<file path="src/rtl/apb_master.sv">
// apb_master: APB3 requester bridging single-word commands from the local
// controller onto PSELx/PENABLE. It returns read data and error status on a
// one-cycle response strobe and aborts an access whose wait states run too long.
module apb_master #(
  parameter int ADDR_WIDTH = 32,
  parameter int DATA_WIDTH = 32,
  parameter int TIMEOUT    = 16
) (
  input  logic                  PCLK,
  input  logic                  PRESET,
  // command side
  input  logic                  cmd_valid,
  output logic                  cmd_ready,
  input  logic                  cmd_write,
  input  logic [ADDR_WIDTH-1:0] cmd_addr,
  input  logic [DATA_WIDTH-1:0] cmd_wdata,
  // response side
  output logic                  rsp_valid,
  output logic [DATA_WIDTH-1:0] rsp_rdata,
  output logic                  rsp_err,
  // APB side
  output logic                  PSELx,
  output logic                  PENABLE,
  output logic                  PWRITE,
  output logic [ADDR_WIDTH-1:0] PADDR,
  output logic [DATA_WIDTH-1:0] PWDATA,
  input  logic                  PREADY,
  input  logic [DATA_WIDTH-1:0] PRDATA,
  input  logic                  PSLVERR
);

  typedef enum logic [1:0] {
    IDLE   = 2'd0,
    SETUP  = 2'd1,
    ACCESS = 2'd2
  } state_e;

  // The counter holds the index of the current ACCESS cycle (0-based), so the
  // TIMEOUT-th cycle is the one where it equals TIMEOUT-1.
  localparam int              CNT_W   = (TIMEOUT > 1) ? $clog2(TIMEOUT) : 1;
  localparam bit              TO_EN   = (TIMEOUT > 0);
  localparam logic [CNT_W-1:0] TO_LAST = (TIMEOUT > 0) ? CNT_W'(TIMEOUT - 1) : {CNT_W{1'b0}};

  state_e                  state_q, state_d;
  logic [CNT_W-1:0]        cnt_q, cnt_d;
  logic                    psel_q, psel_d;
  logic                    penable_q, penable_d;
  logic                    pwrite_q, pwrite_d;
  logic [ADDR_WIDTH-1:0]   paddr_q, paddr_d;
  logic [DATA_WIDTH-1:0]   pwdata_q, pwdata_d;
  logic                    rsp_valid_q, rsp_valid_d;
  logic [DATA_WIDTH-1:0]   rsp_rdata_q, rsp_rdata_d;
  logic                    rsp_err_q, rsp_err_d;
  logic                    accept_s;

  // Command acceptance: idle, or on the completing ACCESS edge for back-to-back.
  always_comb begin
    cmd_ready = !PRESET && ((state_q == IDLE) || ((state_q == ACCESS) && PREADY));
    accept_s  = cmd_valid && cmd_ready;
  end

  // Next-state and next-output computation for the transfer FSM.
  always_comb begin
    state_d     = state_q;
    cnt_d       = cnt_q;
    psel_d      = psel_q;
    penable_d   = penable_q;
    pwrite_d    = pwrite_q;
    paddr_d     = paddr_q;
    pwdata_d    = pwdata_q;
    rsp_valid_d = 1'b0;
    rsp_rdata_d = {DATA_WIDTH{1'b0}};
    rsp_err_d   = 1'b0;

    case (state_q)
      IDLE: begin
        psel_d    = 1'b0;
        penable_d = 1'b0;
        if (accept_s) begin
          state_d  = SETUP;
          psel_d   = 1'b1;
          pwrite_d = cmd_write;
          paddr_d  = cmd_addr;
          pwdata_d = cmd_write ? cmd_wdata : {DATA_WIDTH{1'b0}};
        end else begin
          state_d = IDLE;
        end
      end

      SETUP: begin
        state_d   = ACCESS;
        psel_d    = 1'b1;
        penable_d = 1'b1;
        cnt_d     = {CNT_W{1'b0}};
      end

      ACCESS: begin
        if (PREADY) begin
          rsp_valid_d = 1'b1;
          rsp_rdata_d = pwrite_q ? {DATA_WIDTH{1'b0}} : PRDATA;
          rsp_err_d   = PSLVERR;
          penable_d   = 1'b0;
          if (accept_s) begin
            // Back-to-back: stay selected and go straight into the next SETUP.
            state_d  = SETUP;
            psel_d   = 1'b1;
            pwrite_d = cmd_write;
            paddr_d  = cmd_addr;
            pwdata_d = cmd_write ? cmd_wdata : {DATA_WIDTH{1'b0}};
          end else begin
            state_d = IDLE;
            psel_d  = 1'b0;
          end
        end else if (TO_EN && (cnt_q == TO_LAST)) begin
          // Slave never answered: abort and report an error with no data.
          state_d     = IDLE;
          psel_d      = 1'b0;
          penable_d   = 1'b0;
          rsp_valid_d = 1'b1;
          rsp_err_d   = 1'b1;
        end else if (TO_EN) begin
          cnt_d = cnt_q + CNT_W'(1);
        end else begin
          cnt_d = cnt_q;
        end
      end

      default: begin
        state_d   = IDLE;
        psel_d    = 1'b0;
        penable_d = 1'b0;
      end
    endcase
  end

  // State and output registers with synchronous reset.
  always_ff @(posedge PCLK) begin
    if (PRESET) begin
      state_q     <= IDLE;
      cnt_q       <= {CNT_W{1'b0}};
      psel_q      <= 1'b0;
      penable_q   <= 1'b0;
      pwrite_q    <= 1'b0;
      paddr_q     <= {ADDR_WIDTH{1'b0}};
      pwdata_q    <= {DATA_WIDTH{1'b0}};
      rsp_valid_q <= 1'b0;
      rsp_rdata_q <= {DATA_WIDTH{1'b0}};
      rsp_err_q   <= 1'b0;
    end else begin
      state_q     <= state_d;
      cnt_q       <= cnt_d;
      psel_q      <= psel_d;
      penable_q   <= penable_d;
      pwrite_q    <= pwrite_d;
      paddr_q     <= paddr_d;
      pwdata_q    <= pwdata_d;
      rsp_valid_q <= rsp_valid_d;
      rsp_rdata_q <= rsp_rdata_d;
      rsp_err_q   <= rsp_err_d;
    end
  end

  assign PSELx     = psel_q;
  assign PENABLE   = penable_q;
  assign PWRITE    = pwrite_q;
  assign PADDR     = paddr_q;
  assign PWDATA    = pwdata_q;
  assign rsp_valid = rsp_valid_q;
  assign rsp_rdata = rsp_rdata_q;
  assign rsp_err   = rsp_err_q;

endmodule

</file>
<file path="config.mk">
export PLATFORM = sky130hd
export DESIGN_NAME = apb_master
export DESIGN_NICKNAME = d
export VERILOG_FILES = /design/src/rtl/apb_master.sv
export SDC_FILE = /design/constraint.sdc
export NUM_CORES = 1
export LEC_CHECK = 0
export BUFFER_PORTS_ARGS = -buffer_cell sky130_fd_sc_hd__buf_2
export CAP_MARGIN = 20
export CORE_UTILIZATION = 40
export CTS_CLUSTER_SIZE = 20
export DETAILED_ROUTE_END_ITERATION = 8
export HOLD_SLACK_MARGIN = 0.08
export PLACE_DENSITY_LB_ADDON = 0.2
export SLEW_MARGIN = 0
export SYNTH_ARGS = -nofsm -noshare
export SYNTH_HDL_FRONTEND = slang
export SYNTH_SLANG_ARGS = --single-unit
</file>
<file path="constraint.sdc">
create_clock -name PCLK -period 1.7 [get_ports PCLK]
set_input_delay 0.17 -clock PCLK [delete_from_list [all_inputs] [get_ports PCLK]]
set_output_delay 0.17 -clock PCLK [all_outputs]
set_load 0.005 [all_outputs]
</file>
==> impl_results.md <==
* Largest net degree at the start of global routing at 81
* Power Total at 4.89 mW
* Lkg Pwr at 2.83 nW
* Maximum clock insertion buffer count at 2
* Clock Sinks at 106
* Placed cells at 761
* GP Congestion at 0.771
* Routed len/inst at 16.1 um
* Htree depth at 3
* Sequential cell area at 0.00213 mm^2
* DR vias at 4468
* Vias in the first global route at 4324
* Vias/cell at 5.29
* Layout Nets at 807
* Yosys Warn Count at 0
* Routed Antenna Nets at 0
* TritonCTS clock tree: built
* Sequential share of the synthesized area at 50.5%
* Final wirelength at 13.6 mm
* Tmin final at 1.59 ns
* Die area at 0.0109 mm^2
* Largest family of logic cells by synthesized area: simple AND/OR/NAND/NOR gates
* Post-Syn Instances at 462
* Min Hold Slack at 0.121 ns
* Post-synthesis mux area share at 0.477%
* Worst Path Max Fanout at 4
* Worst skew pair latency at 0.37 ns
* Num CTS Buffers at 9
* Worst IR Drop VDD at 0.492 mV
* ANT cells at 0
* Initial Util at 41.0%
* Syn_nets at 565
* # IOs at 204
* Number of synthesized flops with an enable pin at 0
* Number of DRC markers in iteration 0 at 216
* Detailed Place HPWL at 7.84 mm
* Layout filler cell count at 890
* Startpoint types: flop
* Worst Path Class, Setup: flop to flop
* Worst slew pin tran at 0.786 ns
* Unrepaired setup endpoints after global routing: no
* Clock skew at 0.0148 ns
* Fmax at 0.627 GHz
* Crit end category: flop
* GR Overflow Total at 0
* Die height at 104 um
* Post-synthesis xor/xnor area fraction at 0%
* Min-Delay Path Class: input pin to flop
* Power per cell area at 781 mW/mm^2
* Slew Limit Fails at 0
* CP Data Arrival Time at 1.88 ns
* Initial antenna violation count at 0
* Mapped Area at 0.00420 mm^2
* Netlist cell types at 31
* Final Util at 61.1%
* Worst slew margin at 47.6%
* Clock root cell: clkbuf_8
* TNS Setup at 0 ns
* Synth async-reset ratio at 0%
* Most common cell after layout, fill and taps aside: buf_2
* Simple-gate share of the synthesized area at 21.6%
* Rows at 37
* Ratio of cells with drive above 1 in the final layout at 35.0%
* Required @ worst endpoint at 1.98 ns
* Multi-input logic area at 0.00182 mm^2
* Final Hold Fails at 0
* Final period utilization at 93.8%
* Area grow syn2layout at 48.9%
* Cell taking the most area after synthesis: dfxtp_1
* Post-route DRC violation count at 0
* Post-synth top flop: dfxtp_1
* Fin cells at 844
* Number of synthesized register bits at 106
* First-pass DRT Iterations at 4
* Chip width at 104 um
* Clock transition at path regs at 0.11 ns
* Share of the synthesized area in the top cell type at 50.5%
* Core Region at 0.0102 mm^2
* Status: finished clean
* Average size of a mapped cell at 9.09 um^2
* Maxcap violations at 0
* Port Buf Inserts at 203
* First-pass GRT wire length at 21.6 mm
* Adder-Cell Fraction of Synth Area at 0.298%
* Count of final setup violators at 0
* Commonest cells after routing, fill and taps aside: buf_2 (203), dfxtp_1 (105), a21oi_1 (68)
* Synth area leaders: dfxtp_1 (51%), o31ai_1 (12%), a21oi_1 (8.1%)
* GRT Overall Usage at 24.3%
* Synth Area in Compound Gates at 20.7%
[Yosys cell counts, drive strengths merged (2+ instances only)]
library cell and number:
nor4 2, nand2b 2, inv 3, nand3 2, dfxtp 106, nor2 5
o31ai 65, nor2b 2, o311ai 2, nand4 33, a21oi 68, or3 2
mux2i 2, and2 32, or4 34, buf 21, nand2 33, clkbuf 39
[flip-flops by register name, summed over array words and instances, names as in the netlist]
signal / flops
PWDATA: 32
cnt_q: 4
PWRITE: 1
PADDR: 32
state_q: 2
rsp_err: 1
rsp_valid: 1
rsp_rdata: 32
PSELx: 1
[timing repair]
item,in CTS,in global routing
hold endpoints to repair,65,0
buffers inserted,1,0
hold buffers,65,0
gates resized for setup,1,4
endpoints found under the setup margin,1,5
gates cloned,1,1
[power breakdown]
group          leakage [nW]  switching [mW]  internal [mW]
Clock                0.0978           0.895          0.695
Combinational          1.87           0.355          0.355
Sequential            0.860          0.0355           2.55
[area by class of cell]
| class | instances | share of cell area (%) |
|---|---|---|
| flip-flops and latches | 106 | 34.0 |
| clock inverters | 6 | 1.20 |
| well taps | 136 | 2.72 |
| inverters | 3 | 0.180 |
| clock buffers | 9 | 1.98 |
| multi-input cells | 293 | 29.1 |
| repair buffers | 291 | 30.8 |
[critical path, cell delays in order, from the launching register on]
cell and delay (ns):
dfxtp_1 0.35, ha_1 0.21, and3_1 0.19, or4b_2 0.63
a21oi_1 0.14
[through the flow]
stage	setup WS [ns]	cell area, um^2
2_1_floorplan	0.0689	4200
3_3_place_gp	0.172	5330
3_5_place_dp	0.105	5330
4_1_cts	0.00848	6220
5_1_grt	0.00325	6250
6_report	0.106	6250
[routing by layer]
metal	GRT usage (%)	up-vias	part of all wire, %	routed length, um
met5	0	-	0	0
met4	8.57	0	1.3	176
met3	6.02	15	7.6	1040
met2	40.2	186	48	6510
met1	30.6	2074	43	5860
li1	-	2193	-	-
[logic make-up after synthesis]
group / after synthesis
buf+inv: 63
fa+ha+maj: 1
flops: 106
mux: 2
simple gates: 152
compound gates: 138
[worst paths after layout]
check,startpoint,to,slack [ns],depth (start not counted)
min,cmd_wdata[2],PWDATA[2]$_SDFFE_PP0P_,0.12,4
max,cnt_q[0]$_SDFFE_PP0P_,cnt_q[1]$_SDFFE_PP0P_,0.11,4
max reg2reg,cnt_q[0]$_SDFFE_PP0P_,cnt_q[1]$_SDFFE_PP0P_,0.11,4
min reg2reg,PWDATA[0]$_SDFFE_PP0P_,PWDATA[0]$_SDFFE_PP0P_,0.47,2
Power figures use the tool's default switching activity.
